<file path="src/rtl/fetch_pkg.sv">
// Shared types and constants for the instruction-fetch stage.
package fetch_pkg;

  localparam int          PC_INCR    = 4;
  localparam logic [31:0] INSTR_NULL = 32'h0;

  // Entry layout at the default 32-bit XLEN; fetch_queue mirrors it at its own XLEN.
  typedef struct packed {
    logic [31:0] pc;
    logic [31:0] instr;
    logic        filled;
  } fetch_entry_t;

endpackage

</file>
<file path="src/rtl/fetch_queue.sv">
// Circular prefetch buffer: entries are allocated at tail, filled in order at fill,
// and dequeued at head. A flush empties the whole buffer in one cycle.
module fetch_queue
  import fetch_pkg::*;
#(
  parameter int DEPTH = 4,
  parameter int XLEN  = 32
) (
  input  logic                       stage_clk,
  input  logic                       reset,
  input  logic                       flush,
  input  logic                       alloc,
  input  logic [XLEN-1:0]            alloc_pc,
  input  logic                       fill,
  input  logic [31:0]                fill_instr,
  input  logic                       deq,
  output logic                       head_filled,
  output logic [XLEN-1:0]            head_pc,
  output logic [31:0]                head_instr,
  output logic [$clog2(DEPTH+1)-1:0] count
);

  localparam int PTR_W = $clog2(DEPTH);
  localparam int CNT_W = $clog2(DEPTH+1);

  typedef struct packed {
    logic [XLEN-1:0] pc;
    logic [31:0]     instr;
    logic            filled;
  } slot_t;

  logic [PTR_W-1:0] tail_reg;
  logic [PTR_W-1:0] fill_reg;
  logic [PTR_W-1:0] head_reg;
  logic [CNT_W-1:0] count_reg;

  logic [XLEN-1:0] pc_w     [DEPTH];
  logic [31:0]     instr_w  [DEPTH];
  logic            filled_w [DEPTH];

  for (genvar gi = 0; gi < DEPTH; gi++) begin : g_entry
    slot_t entry_reg;

    // filled is cleared on dequeue so a stale slot never looks valid when head wraps onto it
    always_ff @(posedge stage_clk or posedge reset) begin
      if (reset) begin
        entry_reg <= '0;
      end else if (flush) begin
        entry_reg <= '0;
      end else if (alloc && tail_reg == PTR_W'(gi)) begin
        entry_reg <= '{pc: alloc_pc, instr: INSTR_NULL, filled: 1'b0};
      end else if (fill && fill_reg == PTR_W'(gi)) begin
        entry_reg.instr  <= fill_instr;
        entry_reg.filled <= 1'b1;
      end else if (deq && head_reg == PTR_W'(gi)) begin
        entry_reg.filled <= 1'b0;
      end
    end

    assign pc_w[gi]     = entry_reg.pc;
    assign instr_w[gi]  = entry_reg.instr;
    assign filled_w[gi] = entry_reg.filled;
  end

  always_ff @(posedge stage_clk or posedge reset) begin
    if (reset) begin
      tail_reg  <= '0;
      fill_reg  <= '0;
      head_reg  <= '0;
      count_reg <= '0;
    end else if (flush) begin
      tail_reg  <= '0;
      fill_reg  <= '0;
      head_reg  <= '0;
      count_reg <= '0;
    end else begin
      tail_reg  <= tail_reg + PTR_W'(alloc);
      fill_reg  <= fill_reg + PTR_W'(fill);
      head_reg  <= head_reg + PTR_W'(deq);
      count_reg <= count_reg + CNT_W'(alloc) - CNT_W'(deq);
    end
  end

  assign head_filled = filled_w[head_reg];
  assign head_pc     = pc_w[head_reg];
  assign head_instr  = instr_w[head_reg];
  assign count       = count_reg;

endmodule

</file>
<file path="src/rtl/fetch_queue_unit.sv">
// Instruction-fetch stage with decoupled prefetch queue and in-order memory responses.
// Optional performance counters are built when FETCH_PERF_CNT_EN is defined.
module fetch_queue_unit
  import fetch_pkg::*;
#(
  parameter int              XLEN            = 32,
  parameter int              DEPTH           = 4,
  parameter int              MAX_OUTSTANDING = 2,
  parameter logic [XLEN-1:0] RESET_PC        = '0
) (
  input  logic            stage_clk,
  input  logic            reset,
  input  logic            stage_ena,
  input  logic            stage_x,
  input  logic            take_new_pc,
  input  logic [XLEN-1:0] pc_new,
  output logic            imem_req,
  output logic [XLEN-1:0] imem_addr,
  input  logic            imem_gnt,
  input  logic            imem_rvalid,
  input  logic [31:0]     imem_rdata,
  output logic            dec_valid,
  input  logic            dec_ready,
  output logic [31:0]     dec_instr,
  output logic [XLEN-1:0] dec_pc,
  output logic [XLEN-1:0] dec_pc_next,
  output logic [XLEN-1:0] fetch_pc
`ifdef FETCH_PERF_CNT_EN
  ,
  output logic [31:0]     perf_fetched,
  output logic [31:0]     perf_stall,
  output logic [31:0]     perf_flushed
`endif
);

  localparam int CNT_W = $clog2(DEPTH+1);
  localparam int OUT_W = $clog2(MAX_OUTSTANDING+1);
  localparam int SUM_W = OUT_W + 1;

  logic [XLEN-1:0]  fetch_pc_reg;
  logic [OUT_W-1:0] inflight_reg;
  logic [OUT_W-1:0] drop_cnt_reg;
  logic [OUT_W-1:0] drop_flush;
  logic [SUM_W-1:0] outstanding;
  logic [CNT_W-1:0] q_count;

  logic kill;
  logic redirect;
  logic flush;
  logic grant;
  logic rsp_drop;
  logic rsp_fill;
  logic deq;
  logic head_filled;
  logic [XLEN-1:0] head_pc;
  logic [31:0]     head_instr;

  assign kill     = stage_x;
  assign redirect = take_new_pc & stage_ena & ~stage_x;
  assign flush    = kill | redirect;

  // Stale responses still to be discarded count against the outstanding budget
  assign outstanding = SUM_W'(inflight_reg) + SUM_W'(drop_cnt_reg);
  assign imem_req    = stage_ena & ~stage_x & ~take_new_pc &
                       (q_count < CNT_W'(DEPTH)) &
                       (outstanding < SUM_W'(MAX_OUTSTANDING));
  assign imem_addr   = fetch_pc_reg;
  assign fetch_pc    = fetch_pc_reg;
  assign grant       = imem_req & imem_gnt;

  assign rsp_drop   = imem_rvalid & (drop_cnt_reg != '0);
  assign rsp_fill   = imem_rvalid & (drop_cnt_reg == '0) & ~flush;
  assign drop_flush = drop_cnt_reg + inflight_reg - OUT_W'(imem_rvalid);

  assign dec_valid   = stage_ena & ~stage_x & ~take_new_pc & head_filled;
  assign deq         = dec_valid & dec_ready;
  assign dec_instr   = dec_valid ? head_instr : INSTR_NULL;
  assign dec_pc      = dec_valid ? head_pc : '0;
  assign dec_pc_next = dec_pc + XLEN'(PC_INCR);

  always_ff @(posedge stage_clk or posedge reset) begin
    if (reset) begin
      fetch_pc_reg <= RESET_PC;
      inflight_reg <= '0;
      drop_cnt_reg <= '0;
    end else if (kill) begin
      fetch_pc_reg <= RESET_PC;
      inflight_reg <= '0;
      drop_cnt_reg <= drop_flush;
    end else if (redirect) begin
      fetch_pc_reg <= pc_new;
      inflight_reg <= '0;
      drop_cnt_reg <= drop_flush;
    end else begin
      if (grant) begin
        fetch_pc_reg <= fetch_pc_reg + XLEN'(PC_INCR);
      end
      inflight_reg <= inflight_reg + OUT_W'(grant) - OUT_W'(rsp_fill);
      drop_cnt_reg <= drop_cnt_reg - OUT_W'(rsp_drop);
    end
  end

  fetch_queue #(
    .DEPTH (DEPTH),
    .XLEN  (XLEN)
  ) u_queue (
    .stage_clk   (stage_clk),
    .reset       (reset),
    .flush       (flush),
    .alloc       (grant),
    .alloc_pc    (fetch_pc_reg),
    .fill        (rsp_fill),
    .fill_instr  (imem_rdata),
    .deq         (deq),
    .head_filled (head_filled),
    .head_pc     (head_pc),
    .head_instr  (head_instr),
    .count       (q_count)
  );

`ifdef FETCH_PERF_CNT_EN
  logic [31:0] perf_fetched_reg;
  logic [31:0] perf_stall_reg;
  logic [31:0] perf_flushed_reg;

  always_ff @(posedge stage_clk or posedge reset) begin
    if (reset) begin
      perf_fetched_reg <= '0;
      perf_stall_reg   <= '0;
      perf_flushed_reg <= '0;
    end else begin
      if (deq) begin
        perf_fetched_reg <= perf_fetched_reg + 32'd1;
      end
      if (stage_ena && dec_ready && !dec_valid) begin
        perf_stall_reg <= perf_stall_reg + 32'd1;
      end
      if (flush) begin
        perf_flushed_reg <= perf_flushed_reg + 32'(q_count);
      end
    end
  end

  assign perf_fetched = perf_fetched_reg;
  assign perf_stall   = perf_stall_reg;
  assign perf_flushed = perf_flushed_reg;
`endif

endmodule

</file>
<file path="config.mk">
export PLATFORM = sky130hd
export DESIGN_NAME = fetch_queue_unit
export DESIGN_NICKNAME = d
export VERILOG_FILES = /design/src/rtl/fetch_pkg.sv /design/src/rtl/fetch_queue.sv /design/src/rtl/fetch_queue_unit.sv
export SDC_FILE = /design/constraint.sdc
export NUM_CORES = 1
export LEC_CHECK = 0
export BUFFER_PORTS_ARGS = -buffer_cell sky130_fd_sc_hd__buf_2
export CAP_MARGIN = 30
export CORE_ASPECT_RATIO = 1.1
export CORE_MARGIN = 8
export CORE_UTILIZATION = 40
export DETAILED_ROUTE_END_ITERATION = 8
export GPL_ROUTABILITY_DRIVEN = 0
export PLACE_DENSITY_LB_ADDON = 0.05
export SLEW_MARGIN = 25
export SYNTH_ARGS = -nofsm -noshare
export SYNTH_HDL_FRONTEND = slang
export SYNTH_SLANG_ARGS = --single-unit
export TNS_END_PERCENT = 100
</file>
<file path="constraint.sdc">
create_clock -name stage_clk -period 12.9 [get_ports stage_clk]
set_clock_uncertainty 0.05 [all_clocks]
set_input_delay 2.58 -clock stage_clk [delete_from_list [all_inputs] [get_ports stage_clk]]
set_output_delay 2.58 -clock stage_clk [all_outputs]
set_load 0.005 [all_outputs]
</file>
==> results of run 1 <==
==> power by group through the flow <==
stage	clock network, mW	registers [mW]	logic (mW)
final	1.04	1.01	0.184
after global routing	1.11	1.01	0.207
after CTS	1.07	1.01	0.187
after detailed placement	0	1.02	0.186
after global placement	0	1.02	0.187
after floorplan	0	1.01	0.125
==> cell usage in the layout, fill, tap and decap left out, types with 13 or more instances in the layout <==
master     Yosys  routed
a22o_1       119     119
nor2_1       154     153
buf_2         21     233
inv_1         19      18
and3_1        69      67
mux2i_1      105     105
mux4_2        60      60
nor3_1        15      13
buf_4         38      24
o21ai_0       13      13
a21oi_1       39      39
xor2_1        23      23
nand3_1       31      31
a211oi_1      17      16
clkbuf_16      0      37
nand4_1       14      14
nand2_1       94      93
dfrtp_1      305     303
xnor2_1       33      33
==> through the flow <==
stage	instance area (sq um)	setup slack [ps]	util (%)	instances
CTS	18000	4300	47.0	2035
detailed placement	16800	4300	43.9	1974
global placement	16800	4340	43.9	1974
floorplan	15500	1840	-	1376
global route	18000	4110	47.1	2036
finish	18000	4290	47.1	2037
==> per-layer routing <==
layer	global-route usage, %	vias up	wire [um]
li1	-	5202	-
met1	27.5	5900	20800
met2	34.9	293	23600
met3	3.94	65	2370
met4	6.60	0	1250
met5	0	-	0
==> layout make-up <==
type / count / share of cell area, %
Clock buffer: 53 / 5.87
Timing Repair Buffer: 259 / 7.75
Inverter: 20 / 0.459
Clock inverter: 8 / 0.779
Sequential cell: 305 / 42.5
Tap cell: 500 / 3.48
Antenna cell: 1 / 0.0139
Multi-Input combinational cell: 891 / 39.2
==> logic make-up (layout without fill, tap and decap cells) <==
| logic type | after synthesis | after routing | share of synthesized area (%) |
|---|---|---|---|
| and+or+nand+nor | 441 | 441 | 13.9 |
| DFF | 305 | 305 | 49.3 |
| AOI/OAI and AO/OA | 211 | 211 | 10.5 |
| buffers and inverters | 180 | 340 | 5.75 |
| muxes | 170 | 170 | 16.4 |
| xor gates and xnor gates | 56 | 56 | 3.17 |
| adders and majority gates | 13 | 13 | 1.15 |
| other | 0 | 1 | 0 |
==> worst reg2reg max path: stages (launching register included) <==
cell	delay, ps
dfrtp_1	390
and2_1	170
fa_1	450
nor3_1	250
nand3_1	150
inv_2	270
and3_2	650
buf_4	520
nor3b_2	90
buf_4	320
a22o_1	310
==> final timing paths <==
kind / end / slack [ps] / cells past startpoint
max: dec_pc_next[26] / 4290 / 10
min: u_queue.filled_w[3] / 440 / 1
max reg2reg: u_queue.g_entry[3].entry_reg[11] / 9180 / 10
min reg2reg: u_queue.filled_w[3] / 440 / 1
max in group asynchronous: u_queue.g_entry[0].entry_reg[54] / 9070 / 4
min in group asynchronous: u_queue.g_entry[2].entry_reg[24] / 2150 / 2
==> results.md, run 1 <==
* Fillers at 3576
* Register area at 7640 sq um
* Hold Crit Class: flop to flop
* Wire length per cell at 23.6 um
* Final setup TNS at 0 ps
* CTS buffer count at 36
* Row cnt at 75
* Finish-stage setup viols at 0
* Largest net degree at the start of global routing at 188
* Sequential share of power at 45.1%
* Area leader, netlist: dfrtp_1
* Initial DRC count at 743
* Seq/Total Area, Yosys at 49.3%
* Die area at 45300 sq um
* Total Wirelength at 48.0 mm
* Die Wd at 204 um
* Max FO, Critical Path at 68
* Total track usage at 21.0%
* Outcome: finished clean
* Worst Setup Start Kind: primary input
* Post-Synthesis Cell Area at 15500 sq um
* Number of global-route vias before repair at 12186
* Clk network pwr share at 46.6%
* Combinational power share at 8.2%
* Most numerous cell in the Yosys netlist: dfrtp_1
* Final Max Tran Viols at 0
* Number of synthesized flops with an enable pin at 0
* Synth top area share at 49.3%
* Clock root buffer: clkbuf_16
* Layout cells sized above 1 at 26.2%
* Worst r2r src: drop_cnt_reg[0]
* Slowest cell on crit path: or4_1
* Crit-path cells: buf_2 -> nor3b_4 -> buf_4 -> and3_1 -> ha_1 -> and4_1 -> nand4_1 -> or4_1 -> xnor2_1 -> buf_2
* Drt drc at 0
* Nets at 1598
* Clk Latency, worst-skew pair at 510 ps
* Int Power at 1.69 mW
* CP Launch Point: stage_x
* Synth warn at 0
* Hold Buf Count CTS at 0
* Reg clk slew, reported paths at 50 ps
* RSZ-0062 raised after global routing: no
* Critical Path AT at 5980 ps
* Max FFs per register at 256
* Worst Path Required at 10270 ps
* Tightest Pin Transition at 929 ps
* Detailed Place HPWL at 30.1 mm
* First drt pass iteration count at 7
* Kind of critical path: primary input to output pin
* CTS tree: built
* CTS Buffer Depth at 3
* Commonest cells in the netlist: 305 x dfrtp_1, 154 x nor2_1, 119 x a22o_1
* Max stage delay on crit path at 650 ps
* Starting Density at 40.6%
* Post-CTS resize count at 0
* CTS H-tree depth at 2
* Distinct cell type count after synthesis at 52
* Die boundary height at 222 um
* Predominant post-synthesis flop cell: dfrtp_1
* Final hold viol count at 0
* Synth area leaders: dfrtp_1 49%, mux4_2 8.7%, mux2i_1 6.8%
* Leak pwr at 8.34 nW
* IO Count at 234
* Post-synthesis cell count at 1376
* Via count at 11460
* Setup crit end kind: output pin
* P per Cell Area at 124 nW/um^2
* PortBufs at 233
* Crit path max-delay family: simple AND/OR/NAND/NOR gates
* Maximum clock frequency at 116 MHz
* Synthesis-to-layout area growth at 16.1%
* Crit path buf inv count at 3
* Core area at 38200 sq um
* Routed vias/inst at 5.63
* Overflow after GRT at 0
* Fin crit share at 66.7%
* CTS sink count at 305
* First-pass GRT wire length at 75.1 mm
* Cell mode on critical path: buf_2
* Switch share at 24.4%
* Antenna viol nets, final at 0
* Synth Area per Inst at 11.3 sq um
* Total power at 2.23 mW
* Antenna violations before repair at 0
* #FFs+latches synth at 305
* Syn nets at 1461
* Post-CTS Setup Bufs at 0
* Multi-input combinational cell area at 7050 sq um
* Hold slack at 436 ps
* Sw Pwr at 0.544 mW
* Total of max-cap violations at 0
* Worst vdd ir at 0.0762 mV
* Min cycle time layout at 8610 ps
* Hold Path Origin: u_queue.filled_w[3]
* Max_slew headroom at 38.1%
* Async set or reset register ratio after synthesis at 100%
Power figures use the tool's default switching activity.
==> inputs of run 2 (changes only) <==
Settings changed: ABC_AREA set to 1.
Clock period 12.9 ns to 7.9 ns, I/O delays scaled along.
==> results.md, run 2 <==
* Outcome: finished clean
* Worst Path Required at 6270 ps
* Worst Setup Start Kind: primary input
* Number of global-route vias before repair at 14942
* Hold Buf Count CTS at 0
* Detailed Place HPWL at 36.4 mm
* Non-Filler Cell Area, Final at 18600 sq um
* Starting Density at 40.3%
* Critical Path AT at 4390 ps
* Reg clk slew, reported paths at 50 ps
* Core area at 40000 sq um
* CTS sink count at 305
* Predominant post-synthesis flop cell: dfrtp_1
* Overflow after GRT at 0
* Cell Area, Placed at 17400 sq um
* Number of synthesized flops with an enable pin at 0
* Final hold viol count at 0
* Setup WS pre-CTS at 1910 ps
* Synth Area per Inst at 7.54 sq um
* Row cnt at 77
* Fillers at 4078
* Max FFs per register at 256
* Routed vias/inst at 5.19
* Total Wirelength at 54.1 mm
* Worst vdd ir at 0.150 mV
* Min cycle time layout at 6020 ps
* Maximum clock frequency at 166 MHz
* Final Non-Filler Cells at 2828
* Synth area leaders: dfrtp_1 47%, nand2_1 14%, o21ai_0 9.1%
* Wire length per cell at 19.1 um
* Kind of critical path: primary input to output pin
* Distinct cell type count after synthesis at 40
* Synth Area in Adders at 1.10%
* Area leader, netlist: dfrtp_1
* Post-CTS Setup Bufs at 0
* Synthesis-to-layout area growth at 15.5%
* Post-synthesis mux area share at 0%
* R2r setup slk at 4000 ps
* Largest net degree at the start of global routing at 158
* First-pass GRT wire length at 86.3 mm
* Most frequent cells in the layout: 596 x nand2_1, 305 x dfrtp_1, 292 x o21ai_0
* Post-CTS resize count at 0
* Initial DRC count at 1028
* Async set or reset register ratio after synthesis at 100%
* Compound-Gate Fraction of Synth Area at 13.5%
* Most common cell after layout, fill and taps aside: nand2_1
* Synth top area share at 47.4%
* Simple-Gate Fraction of Synth Area at 26.2%
* RSZ-0062 raised after global routing: no
* Register area at 7630 sq um
* Final setup TNS at 0 ps
* First drt pass iteration count at 5
* PortBufs at 233
* Synth Area in XOR/XNOR at 1.90%
* Die area at 47000 sq um
* Multi-input combinational cell area at 6910 sq um
* Synth warn at 0
* P per Cell Area at 203 nW/um^2
* Antenna Cells at 0
* Tightest Pin Transition at 957 ps
* Die boundary height at 226 um
* #FFs+latches synth at 305
* Drt drc at 0
* CTS Buffer Depth at 3
* Total track usage at 22.9%
* Finish-stage setup viols at 0
* Nets at 2376
* Hold Crit Class: flop to flop
* Setup WS post-layout at 1880 ps
* Total power at 3.78 mW
* Max_slew headroom at 36.1%
* Commonest cells in the netlist: 596 x nand2_1, 305 x dfrtp_1, 292 x o21ai_0
* CTS tree: built
* Post-Synthesis Cell Area at 16100 sq um
* CTS buffer count at 36
* CTS H-tree depth at 2
* Leak pwr at 9.25 nW
* Setup crit end kind: output pin
* Layout cells sized above 1 at 15.3%
* Final Max Tran Viols at 0
* Total of max-cap violations at 0
* Post-synthesis cell count at 2136
* Clock root buffer: clkbuf_16
* IO Count at 234
* Most numerous cell in the Yosys netlist: nand2_1
* Antenna viol nets, final at 0
* Inst Count DP at 2762
* Syn nets at 2221
* Fin crit share at 76.2%
* Die Wd at 207 um
* Main combinational cell family by area after synthesis: simple AND/OR/NAND/NOR gates
* Antenna violations before repair at 0
* Max FO, Critical Path at 44
* Clk Latency, worst-skew pair at 530 ps
* Seq/Total Area, Yosys at 47.4%
* Via count at 14664
-- run 2: changes by cell type after synthesis, moves of 37 or more --
cell and change:
nand2_1 +502, o21ai_0 +279, inv_1 +197, nand3_1 +131, a22o_1 -119, mux2i_1 -105
and3_1 -69, mux4_2 -60, nor2_1 +41, a31oi_1 +37
-- run 2: cell families (layout without fill, tap and decap cells) --
kind of cell,count (synthesis),count (layout)
AOI/OAI and AO/OA,399,399
and+or+nand+nor,1013,1013
xor gates and xnor gates,35,35
buffers and inverters,371,550
DFF,305,305
adders and majority gates,13,13
-- run 2: worst max-delay path: stages --
cell and delay (ps):
buf_2 140, inv_2 90, nand3b_4 150, nor2_4 720, nand2_1 310, inv_1 160, ha_1 270, nand4_1 290
nor2_2 300, nand2_1 100, xor2_1 140, buf_2 120
-- run 2: final timing paths --
path,from,depth (start not counted),endpoint
min reg2reg,u_queue.g_entry[3].entry_reg[48],2,u_queue.g_entry[3].entry_reg[48]
min in group asynchronous,reset,2,fetch_pc[23]
max,stage_x,12,dec_pc_next[18]
min,u_queue.g_entry[3].entry_reg[48],2,u_queue.g_entry[3].entry_reg[48]
max in group asynchronous,reset,3,u_queue.g_entry[3].entry_reg[61]
max reg2reg,u_queue.head_reg[0],14,u_queue.count[2]
-- run 2: where the power goes --
part	internal, mW	switching, mW	total [mW]
combinational	0.145	0.308	0.453
sequential	1.64	0.0660	1.71
clock	0.954	0.660	1.61
-- run 2: per-layer routing --
metal / vias up / routed length (um) / global-route usage, %
met5: - / 0 / 0
met4: 0 / 1470 / 7.08
met3: 75 / 2330 / 3.00
met2: 367 / 27300 / 41.4
met1: 7095 / 23000 / 28.3
li1: 7127 / - / -
-- run 2: area by class of cell --
| class | count | share of cell area, % |
|---|---|---|
| Tap cell | 513 | 3.45 |
| Clock buffer | 51 | 5.42 |
| Multi-Input combinational cell | 1460 | 37.1 |
| Inverter | 226 | 4.58 |
| Timing Repair Buffer | 262 | 7.84 |
| Clock inverter | 11 | 0.605 |
| Sequential cell | 305 | 41.0 |
-- run 2: through the flow --
step	util, %	hold WS, ps
floorplan	-	384
global placement	43.5	396
detailed placement	43.6	403
CTS	46.4	417
global route	46.5	431
finish	46.5	413
